### config.mk
export PLATFORM = sky130hd
export DESIGN_NAME = fetch_stage
export DESIGN_NICKNAME = d
export VERILOG_FILES = /design/src/rtl/fetch_stage.sv
export SDC_FILE = /design/constraint.sdc
export NUM_CORES = 1
export LEC_CHECK = 0
export ABC_AREA = 1
export BUFFER_PORTS_ARGS = -buffer_cell sky130_fd_sc_hd__buf_2
export CAP_MARGIN = 10
export CORE_AREA = 4 4 132 160
export CTS_CLUSTER_SIZE = 40
export DETAILED_ROUTE_END_ITERATION = 16
export DIE_AREA = 0 0 136 164
export SKIP_CTS_REPAIR_TIMING = 1
export SLEW_MARGIN = 20
export SYNTH_ARGS = -nofsm -noshare
export SYNTH_HDL_FRONTEND = slang
export SYNTH_SLANG_ARGS = --single-unit
### constraint.sdc
create_clock -name clk -period 1.67 [get_ports clk]
set_input_delay 0.4175 -clock clk [delete_from_list [all_inputs] [get_ports clk]]
set_output_delay 0.4175 -clock clk [all_outputs]
set_load 0.1 [all_outputs]
### src/rtl/fetch_stage.sv
// MIPS instruction fetch: PC register, next-PC select, IF/ID register; fetched word reaches InstrD one edge after PCF.
// StallF holds the PC (dropping that cycle's redirect), StallD holds IF/ID and overrides FlushD.
module fetch_stage #(
  parameter logic [31:0] PC_RESET = 32'h0000_3000,
  parameter int          IM_WORDS = 1024
) (
  input  logic        clk,
  input  logic        reset_n,
  input  logic        StallF,
  input  logic        StallD,
  input  logic        FlushD,
  input  logic        BranchD,
  input  logic [31:0] BranchTarget,
  input  logic        JumpD,
  input  logic [31:0] JumpTarget,
  input  logic        JumpReg,
  input  logic [31:0] nPCin,
  output logic [31:0] ImAddr,
  input  logic [31:0] ImData,
  output logic [31:0] PCF,
  output logic [31:0] InstrD,
  output logic [31:0] PCD,
  output logic [31:0] PCPlus4D,
  output logic        ValidD,
  output logic        AdELD
);

  localparam logic [31:0] PC_LIMIT = PC_RESET + 32'(4 * IM_WORDS);

  logic [31:0] pcPlus4F;
  logic [31:0] nextPC;
  logic        fetchFault;
  logic [31:0] fetchWord;

  assign ImAddr   = PCF;
  assign pcPlus4F = PCF + 32'd4;

  // jr outranks j/jal, which outranks a taken branch.
  always_comb begin
    nextPC = pcPlus4F;
    if (JumpReg)
      nextPC = nPCin;
    else if (JumpD)
      nextPC = JumpTarget;
    else if (BranchD)
      nextPC = BranchTarget;
  end

  assign fetchFault = (PCF[1:0] != 2'b00) || (PCF < PC_RESET) || (PCF >= PC_LIMIT);
  assign fetchWord  = fetchFault ? 32'd0 : ImData;

  always_ff @(posedge clk or negedge reset_n) begin
    if (!reset_n)
      PCF <= PC_RESET;
    else if (!StallF)
      PCF <= nextPC;
  end

  always_ff @(posedge clk or negedge reset_n) begin
    if (!reset_n) begin
      InstrD   <= 32'd0;
      PCD      <= 32'd0;
      PCPlus4D <= 32'd0;
      ValidD   <= 1'b0;
      AdELD    <= 1'b0;
    end else if (!StallD) begin
      if (FlushD) begin
        InstrD   <= 32'd0;
        PCD      <= 32'd0;
        PCPlus4D <= 32'd0;
        ValidD   <= 1'b0;
        AdELD    <= 1'b0;
      end else begin
        InstrD   <= fetchWord;
        PCD      <= PCF;
        PCPlus4D <= pcPlus4F;
        ValidD   <= 1'b1;
        AdELD    <= fetchFault;
      end
    end
  end

endmodule
==> results.toml, run 1 <==
[placed_design]
hpwl_mm = 19.8
gp_congestion = 0.887
io_buffers = 297
post-place-ws_ps = -131

[timing]
fmax_mhz = 557
setup_viol = 38
clock_skew_ps = 12.0
hold_viol_final = 0
drv_slew = 0
slew_headroom_pct = 66.2
grt_setup_unrepaired = "yes"
fin_crit_sh_pct = 108
fin_crit_ps = 1800
worst_slack_ps = -127
worst_slew_pin_slew_ps = 510

[cells_and_area]
nets = 1349
utilization_pct = 56.8
antennaDiodeCount = 0
area_delta_synth_final_pct = 62.8
drive_above_1_share_pct = 46.7

[worst_setup_path]
cp_data_required_time_ps = 1250
cp-end-kind = "primary output"
start_kind = "register"
cp_max_fo = 4
arrival_ps = 1380
critPathKind = "register to primary output"

[logic_synthesis]
synth-main-ff-cell = "dfrtp_1"
ys_seq_area_share_pct = 47.3
synth_edf_count = 0
netlist_instances = 877
ys_types = 39
synthArstFlopShare_pct = 100
ys_seq_elements = 128
yosys-top-cells-area = "dfrtp_1 47%, nand2_1 18%, o21ai_0 6.5%"
ys_top_cells_by_count = "319 x nand2_1, 126 x dfrtp_1, 92 x nor2_1"
synth_top_area_share_pct = 46.5
syn_avg_cell_area_sq_um = 7.72
yosys.area.top_type = "dfrtp_1"
yosysMostFrequentCell = "nand2_1"
synth_nets = 1015
syn_area_sq_mm = 0.00677
synth_warnings = 0

[floorplan]
rows = 56
io_pins = 298
die_x_um = 136
initial_core_util_pct = 34.9
die_y_um = 164
fp.dieArea_sq_mm = 0.0223
core_area_sq_mm = 0.0194

[clock_tree]
cts_root_buffer = "clkbuf_16"
cts_tree = "done"
h-tree-depth = 4
path_clk_slew_ps = 60
cts_sinks = 128
numCtsBuffers = 17
clock_latency_ps = 420
cts_buffer_depth = 2

[min_path]
min_path_type = "primary input to register"

[grt]
antenna_found_initial = 1
grt_pass1_wl_mm = 38.7
grt_max_degree = 97
grtUsageTotal_pct = 22.6
grt_pass1_vias = 6961
overflow = 0

[run_status]
violations = "negative setup slack"
status = "finished, violations left"

[job]
cap_violations = 0

[detailed_routing]
post_drt_wl_per_cell_um = 18.0
dr.first_iter.drc_count = 381
drtAntennaViolNets = 0
drt-total-wl_mm = 26.7
drt-pass1-iter-count = 5
vias = 7325
drc = 0
avgViaCountPerCell = 4.93

[power_and_ir_drop]
max-vdd-ir-drop_mv = 0.721
p_leak_nw = 5.51
power_density_mw_per_mm2 = 1140
-- final cells by class --
cell class	instances	area, sq um
fillers	1782	8380
multi-input cells	624	3390
flip-flops and latches	128	3290
repair buffers	393	3250
clock buffers	20	447
well taps	261	327
inverters	47	179
clock inverters	12	160
-- per-layer routing --
layer	global-route usage, %	vias up	routed length (um)
met1	27.5	3489	9960
li1	-	3464	-
met3	6.07	46	2180
met4	6.83	2	631
met5	0	-	7
met2	39.1	324	14000
-- stage by stage --
step / setup TNS [ps] / hold slack, ps / power (W) / instance area, sq um / std cells
6_report: -1170 / 242 / 0.0125 / 11000 / 1485
5_1_grt: -6070 / 241 / 0.0130 / 11000 / 1485
4_1_cts: -3490 / -120 / 0.0123 / 10100 / 1460
3_5_place_dp: -447 / 325 / 0.00848 / 9500 / 1428
3_3_place_gp: -527 / 324 / 0.00846 / 9500 / 1428
2_1_floorplan: -720 / 122 / 0.00703 / 6940 / 877
-- path summary, 6_finish.rpt --
path / from / to / slack [ps] / cells past startpoint
min in group asynchronous: reset_n / AdELD / 450 / 2
worst min-delay path: nPCin[4] / ImAddr[4] / 240 / 3
worst max register to register: ImAddr[2] / PCPlus4D[14] / -70 / 8
max in group asynchronous: reset_n / ImAddr[12] / 610 / 3
worst min register to register: AdELD / AdELD / 470 / 2
worst max-delay path: ImAddr[12] / ImAddr[12] / -130 / 2
-- cell families (layout without fill, tap and decap cells) --
family | count (synthesis) | in the layout | share of synthesized area [%]
and+or+nand+nor | 457 | 457 | 26.9
AOI/OAI and AO/OA | 152 | 152 | 13.6
DFF | 128 | 128 | 47.3
buffers and inverters | 125 | 472 | 9.97
xor gates and xnor gates | 13 | 13 | 1.79
adders and majority gates | 2 | 2 | 0.369
-- worst max-delay path, stage by stage (launching register included) --
cell     delay, ps
dfstp_4        650
buf_8          130
buf_12         170
-- cell usage in the layout, fill, tap and decap left out, drive strengths merged --
| master | count |
|---|---|
| nor4 | 2 |
| clkinv | 7 |
| dfstp | 2 |
| nor2 | 98 |
| clkbuf | 65 |
| ha | 2 |
| dfrtp | 126 |
| o2111ai | 1 |
| xor2 | 12 |
| o211ai | 4 |
| bufinv | 3 |
| a22oi | 1 |
| a221oi | 24 |
| clkinvlp | 1 |
| xnor2 | 1 |
| nand3 | 28 |
| nand2 | 322 |
| a21o | 1 |
| nor3 | 3 |
| a21oi | 11 |
| nand4 | 3 |
| dlygate4sd3 | 1 |
| a22o | 14 |
| o21ai | 96 |
| buf | 347 |
| and2 | 1 |
| inv | 48 |
-- state kept, by name, indices dropped and copies added (netlist names) --
name and flops:
PCD 32, InstrD 32, ValidD 1, ImAddr 32, PCPlus4D 30, AdELD 1
-- power breakdown --
group	switching, W	leakage, nW	total, W	internal, W
logic	0.00368	3.58	0.00504	0.00136
clock network	0.00141	0.295	0.00381	0.00240
registers	0.000286	1.64	0.00368	0.00339
No activity file was read; power rests on OpenSTA's default activity.
==> run 2, diff against run 1 <==
- clock period: 1.67 -> 2.1 ns (I/O delays scaled with it)
==> results.toml, run 2 (synthesized netlist as in run 1, its figures left out) <==
[detailed_routing]
drt-pass1-iter-count = 5
drc = 0
avgViaCountPerCell = 4.84
vias = 6852
drt-total-wl_mm = 25.3
post_drt_wl_per_cell_um = 17.8
drtAntennaViolNets = 0
dr.first_iter.drc_count = 390
dr_wl_met2_mm = 12.4
m1WireLength_mm = 10.5
top_layer_used = "met4"
met3_length_mm = 1.93

[worst_setup_path]
slowest_delay_ps = 580
rr_startpoint = "ImAddr[2]"
critPathKind = "register to primary output"
startpoint = "ImAddr[18]"
start_kind = "register"
cp_max_fo = 9
r2r_end = "ImAddr[24]"
cp_data_required_time_ps = 1570
crit_buf_inv = 1
ff2ff_path_depth = 12
slowest_stage = "dfrtp_1"
r2r_slack_ps = 210
cp-end-kind = "primary output"
arrival_ps = 1510
cp_cell_sequence = "buf_2"
crit_family = "flip-flops"

[timing]
fmax_mhz = 492
setup_viol = 0
grt_setup_unrepaired = "yes"
clock_skew_ps = 13.3
final.setup.tns_ps = 0
drv_slew = 0
worst_slew_pin_slew_ps = 554
hold_viol_final = 0
fin_crit_sh_pct = 96.7
slew_headroom_pct = 63.3
fin_crit_ps = 2030

[grt]
grtUsageTotal_pct = 22.3
grt_pass1_wl_mm = 37.8
antenna_found_initial = 1
grt_max_degree = 97
grt_pass1_vias = 6653
overflow = 0

[clock_tree]
numCtsBuffers = 17
cts_root_buffer = "clkbuf_16"
h-tree-depth = 4
path_clk_slew_ps = 60
clock_latency_ps = 420
cts_buffer_depth = 2
cts_sinks = 128
cts_tree = "done"

[min_path]
min_path_type = "primary input to asynchronous set/reset pin"

[power_and_ir_drop]
power_density_mw_per_mm2 = 1020
combPwrFrac_pct = 35.7
power_frac_seq_pct = 31.8
power_w = 0.00915
p_clk_share_pct = 32.6
p_int_w = 0.00504
p_leak_nw = 4.76
max-vdd-ir-drop_mv = 0.591
switching_share_pct = 44.9
switchingPower_w = 0.00411

[floorplan]
initial_core_util_pct = 34.9
rows = 56
core_area_sq_mm = 0.0194
fp.dieArea_sq_mm = 0.0223
die_x_um = 136
die_y_um = 164
io_pins = 298

[cells_and_area]
utilization_pct = 46.4
fillers = 2013
final_cell_mix = "319 x nand2_1, 293 x buf_2, 122 x dfrtp_1, 92 x nor2_1, 88 x o21ai_0"
drive_above_1_share_pct = 32.7
seq_area_sq_mm = 0.00321
layout_commonest_cell = "nand2_1"
nets = 1279
multi_input_area_sq_mm = 0.00290
area_delta_synth_final_pct = 32.9

[placed_design]
io_buffers = 297
gp_congestion = 0.908
hpwl_mm = 19.0

[run_status]
status = "finished, final reports clean"

[job]
cap_violations = 0
==> run 2: changes by cell type in the layout (fill, tap and decap cells not counted), sizes merged <==
| cell | before | now |
|---|---|---|
| clkbuf | 65 | 22 |
| buf | 347 | 321 |
| clkinvlp | 1 | 5 |
| clkinv | 7 | 5 |
| diode | 0 | 2 |
| bufinv | 3 | 2 |
| dlygate4sd3 | 1 | 0 |
| inv | 48 | 47 |
==> run 2: worst max path at each step <==
stage	endpoint	slack [ps]	cells after the start
floorplan	ImAddr[29]	1	11
global placement	ImAddr[14]	240	10
detailed placement	ImAddr[14]	190	10
CTS	PCF[18]	30	1
global route	ImAddr[18]	-10	1
finish	PCF[18]	70	1
==> run 2: metal layers <==
layer	vias to the layer above	GRT usage, %
met4	0	5.82
met5	-	0
met3	33	5.51
li1	3345	-
met2	259	37.5
met1	3215	28.6
==> run 2: power by group through the flow <==
stage | logic [W] | registers, W | clock network [W]
floorplan | 0.00121 | 0.00433 | 0
global placement | 0.00328 | 0.00294 | 0
detailed placement | 0.00328 | 0.00295 | 0
CTS | 0.00329 | 0.00291 | 0.00303
global route | 0.00341 | 0.00294 | 0.00316
finish | 0.00327 | 0.00291 | 0.00298
==> run 2: layout make-up <==
| cell class | count | area share (%) |
|---|---|---|
| inverter | 47 | 1.96 |
| timing repair buffer | 323 | 19.8 |
| clock inverter | 12 | 1.49 |
| antenna | 2 | 0.0556 |
| multi-input combinational | 624 | 32.2 |
| tap | 261 | 3.63 |
| sequential | 128 | 35.7 |
| clock buffer | 20 | 5.19 |
==> run 2: worst register-to-register path, cell delays in order (launching register included) <==
cell     delay [ps]
dfrtp_2         460
ha_1            230
nand2_2          80
nor2_4          160
nand2_1         140
nor2_2          250
nand2_1          80
nand2_1          60
nand2_1          90
nand2_1          80
nand2_1          50
nand2_1          60
nand2_1          50
==> run 2: stage by stage <==
| step | cells | hold slack [ps] | setup WS [ps] | area [sq um] |
|---|---|---|---|---|
| detailed placement | 1383 | 460 | 192 | 8390 |
| global route | 1415 | 41.0 | -10.4 | 8990 |
| finish | 1417 | 25.1 | 69.4 | 9000 |
| CTS | 1415 | 34.5 | 29.5 | 8990 |
| floorplan | 877 | 229 | 1.28 | 6780 |
| global placement | 1383 | 460 | 239 | 8390 |
==> run 3, diff against run 2 <==
- clock period: 2.1 -> 2 ns (I/O delays scaled with it)
==> results.toml, run 3 (synthesized netlist as in run 1, its figures left out) <==
[detailed_routing]
met3_length_mm = 2.39
drt-pass1-iter-count = 6
top_layer_used = "met5"
avgViaCountPerCell = 4.91
post_drt_wl_per_cell_um = 17.9
vias = 6960
dr.first_iter.drc_count = 373
drt-total-wl_mm = 25.4
drc = 0
drtAntennaViolNets = 0
m1WireLength_mm = 10.2
dr_wl_met2_mm = 12.4

[clock_tree]
cts_buffer_depth = 2
h-tree-depth = 4
cts_sinks = 128
cts_root_buffer = "clkbuf_16"
numCtsBuffers = 17
cts_tree = "done"
path_clk_slew_ps = 60
clock_latency_ps = 420

[floorplan]
core_area_sq_mm = 0.0194
die_y_um = 164
rows = 56
initial_core_util_pct = 34.9
io_pins = 298
fp.dieArea_sq_mm = 0.0223
die_x_um = 136

[placed_design]
io_buffers = 297
hpwl_mm = 19.1
gp_congestion = 0.933
placed_area_sq_mm = 0.00841

[job]
cap_violations = 0

[timing]
grt_setup_unrepaired = "yes"
slew_headroom_pct = 64.6
drv_slew = 0
fin_crit_sh_pct = 98.0
hold_viol_final = 0
worst_slew_pin_slew_ps = 527
setup_viol = 0
fin_crit_ps = 1960
fmax_mhz = 510
clock_skew_ps = 8.96
final.setup.tns_ps = 0

[worst_setup_path]
r2r_slack_ps = 200
slowest_stage = "dfrtp_1"
cp_max_fo = 9
cp_data_required_time_ps = 1500
ff2ff_path_depth = 10
cp_cell_sequence = "buf_2"
arrival_ps = 1460
crit_family = "flip-flops"
rr_startpoint = "ImAddr[2]"
critPathKind = "register to primary output"
start_kind = "register"
slowest_delay_ps = 540
cp-end-kind = "primary output"
r2r_end = "ImAddr[26]"
crit_buf_inv = 1

[power_and_ir_drop]
max-vdd-ir-drop_mv = 0.557
power_density_mw_per_mm2 = 1070
p_leak_nw = 4.75

[cells_and_area]
postLayoutCellArea_sq_mm = 0.00905
fillers = 1986
nets = 1279
layout_commonest_cell = "nand2_1"
final_cell_mix = "319 x nand2_1, 290 x buf_2, 109 x dfrtp_1, 92 x nor2_1, 88 x o21ai_0"
drive_above_1_share_pct = 34.0
area_delta_synth_final_pct = 33.6

[grt]
grt_pass1_wl_mm = 38.0
grt_max_degree = 97
grtUsageTotal_pct = 22.3
grt_pass1_vias = 6804
overflow = 0
antenna_found_initial = 3

[min_path]
min_path_type = "primary input to asynchronous set/reset pin"

[run_status]
status = "finished, final reports clean"
-- run 3: cell count changes in the layout (fill, tap and decap cells not counted), sizes merged --
| cell | change |
|---|---|
| bufinv | +1 |
| buf | -3 |
| clkinvlp | -1 |
| inv | +3 |
| diode | +1 |
-- run 3: worst max path at each step --
| stage | slack [ps] | endpoint | cells after the start | from |
|---|---|---|---|---|
| floorplan | 3 | ImAddr[26] | 10 | ImAddr[2] |
| global placement | 230 | ImAddr[20] | 10 | ImAddr[2] |
| detailed placement | 150 | ImAddr[20] | 10 | ImAddr[2] |
| CTS | -10 | PCF[12] | 1 | ImAddr[12] |
| global route | -20 | PCF[26] | 1 | ImAddr[26] |
| finish | 40 | PCF[26] | 1 | ImAddr[26] |
-- run 3: per-layer routing --
metal / track usage, % / vias up
li1: - / 3346
met1: 27.1 / 3257
met2: 38.1 / 327
met3: 6.56 / 28
met4: 6.69 / 2
met5: 0 / -
-- run 3: layout make-up --
class	instances	area (sq um)	area share, %
tap	261	327	3.61
antenna	3	7.51	0.0830
timing repair buffer	323	1790	19.8
inverter	47	176	1.95
clock inverter	15	183	2.02
clock buffer	17	425	4.70
sequential	128	3230	35.7
multi-input combinational	624	2910	32.2
-- run 3: stage by stage --
stage               setup slack, ps  total power [W]  util (%)  std cells  hold slack [ps]
floorplan                      3.41          0.00582         -        877              204
global placement                229          0.00653      43.3       1383              460
detailed placement              153          0.00654      43.3       1383              461
CTS                           -12.8          0.00977      46.4       1415             48.7
global route                  -15.7           0.0101      46.6       1417             65.2
finish                         40.9          0.00969      46.6       1418             41.0
-- run 3: power breakdown --
| part | internal (W) | switching (W) |
|---|---|---|
| Sequential | 0.00281 | 0.000247 |
| Clock | 0.00197 | 0.00122 |
| Combinational | 0.000560 | 0.00288 |
| Total | 0.00534 | 0.00435 |
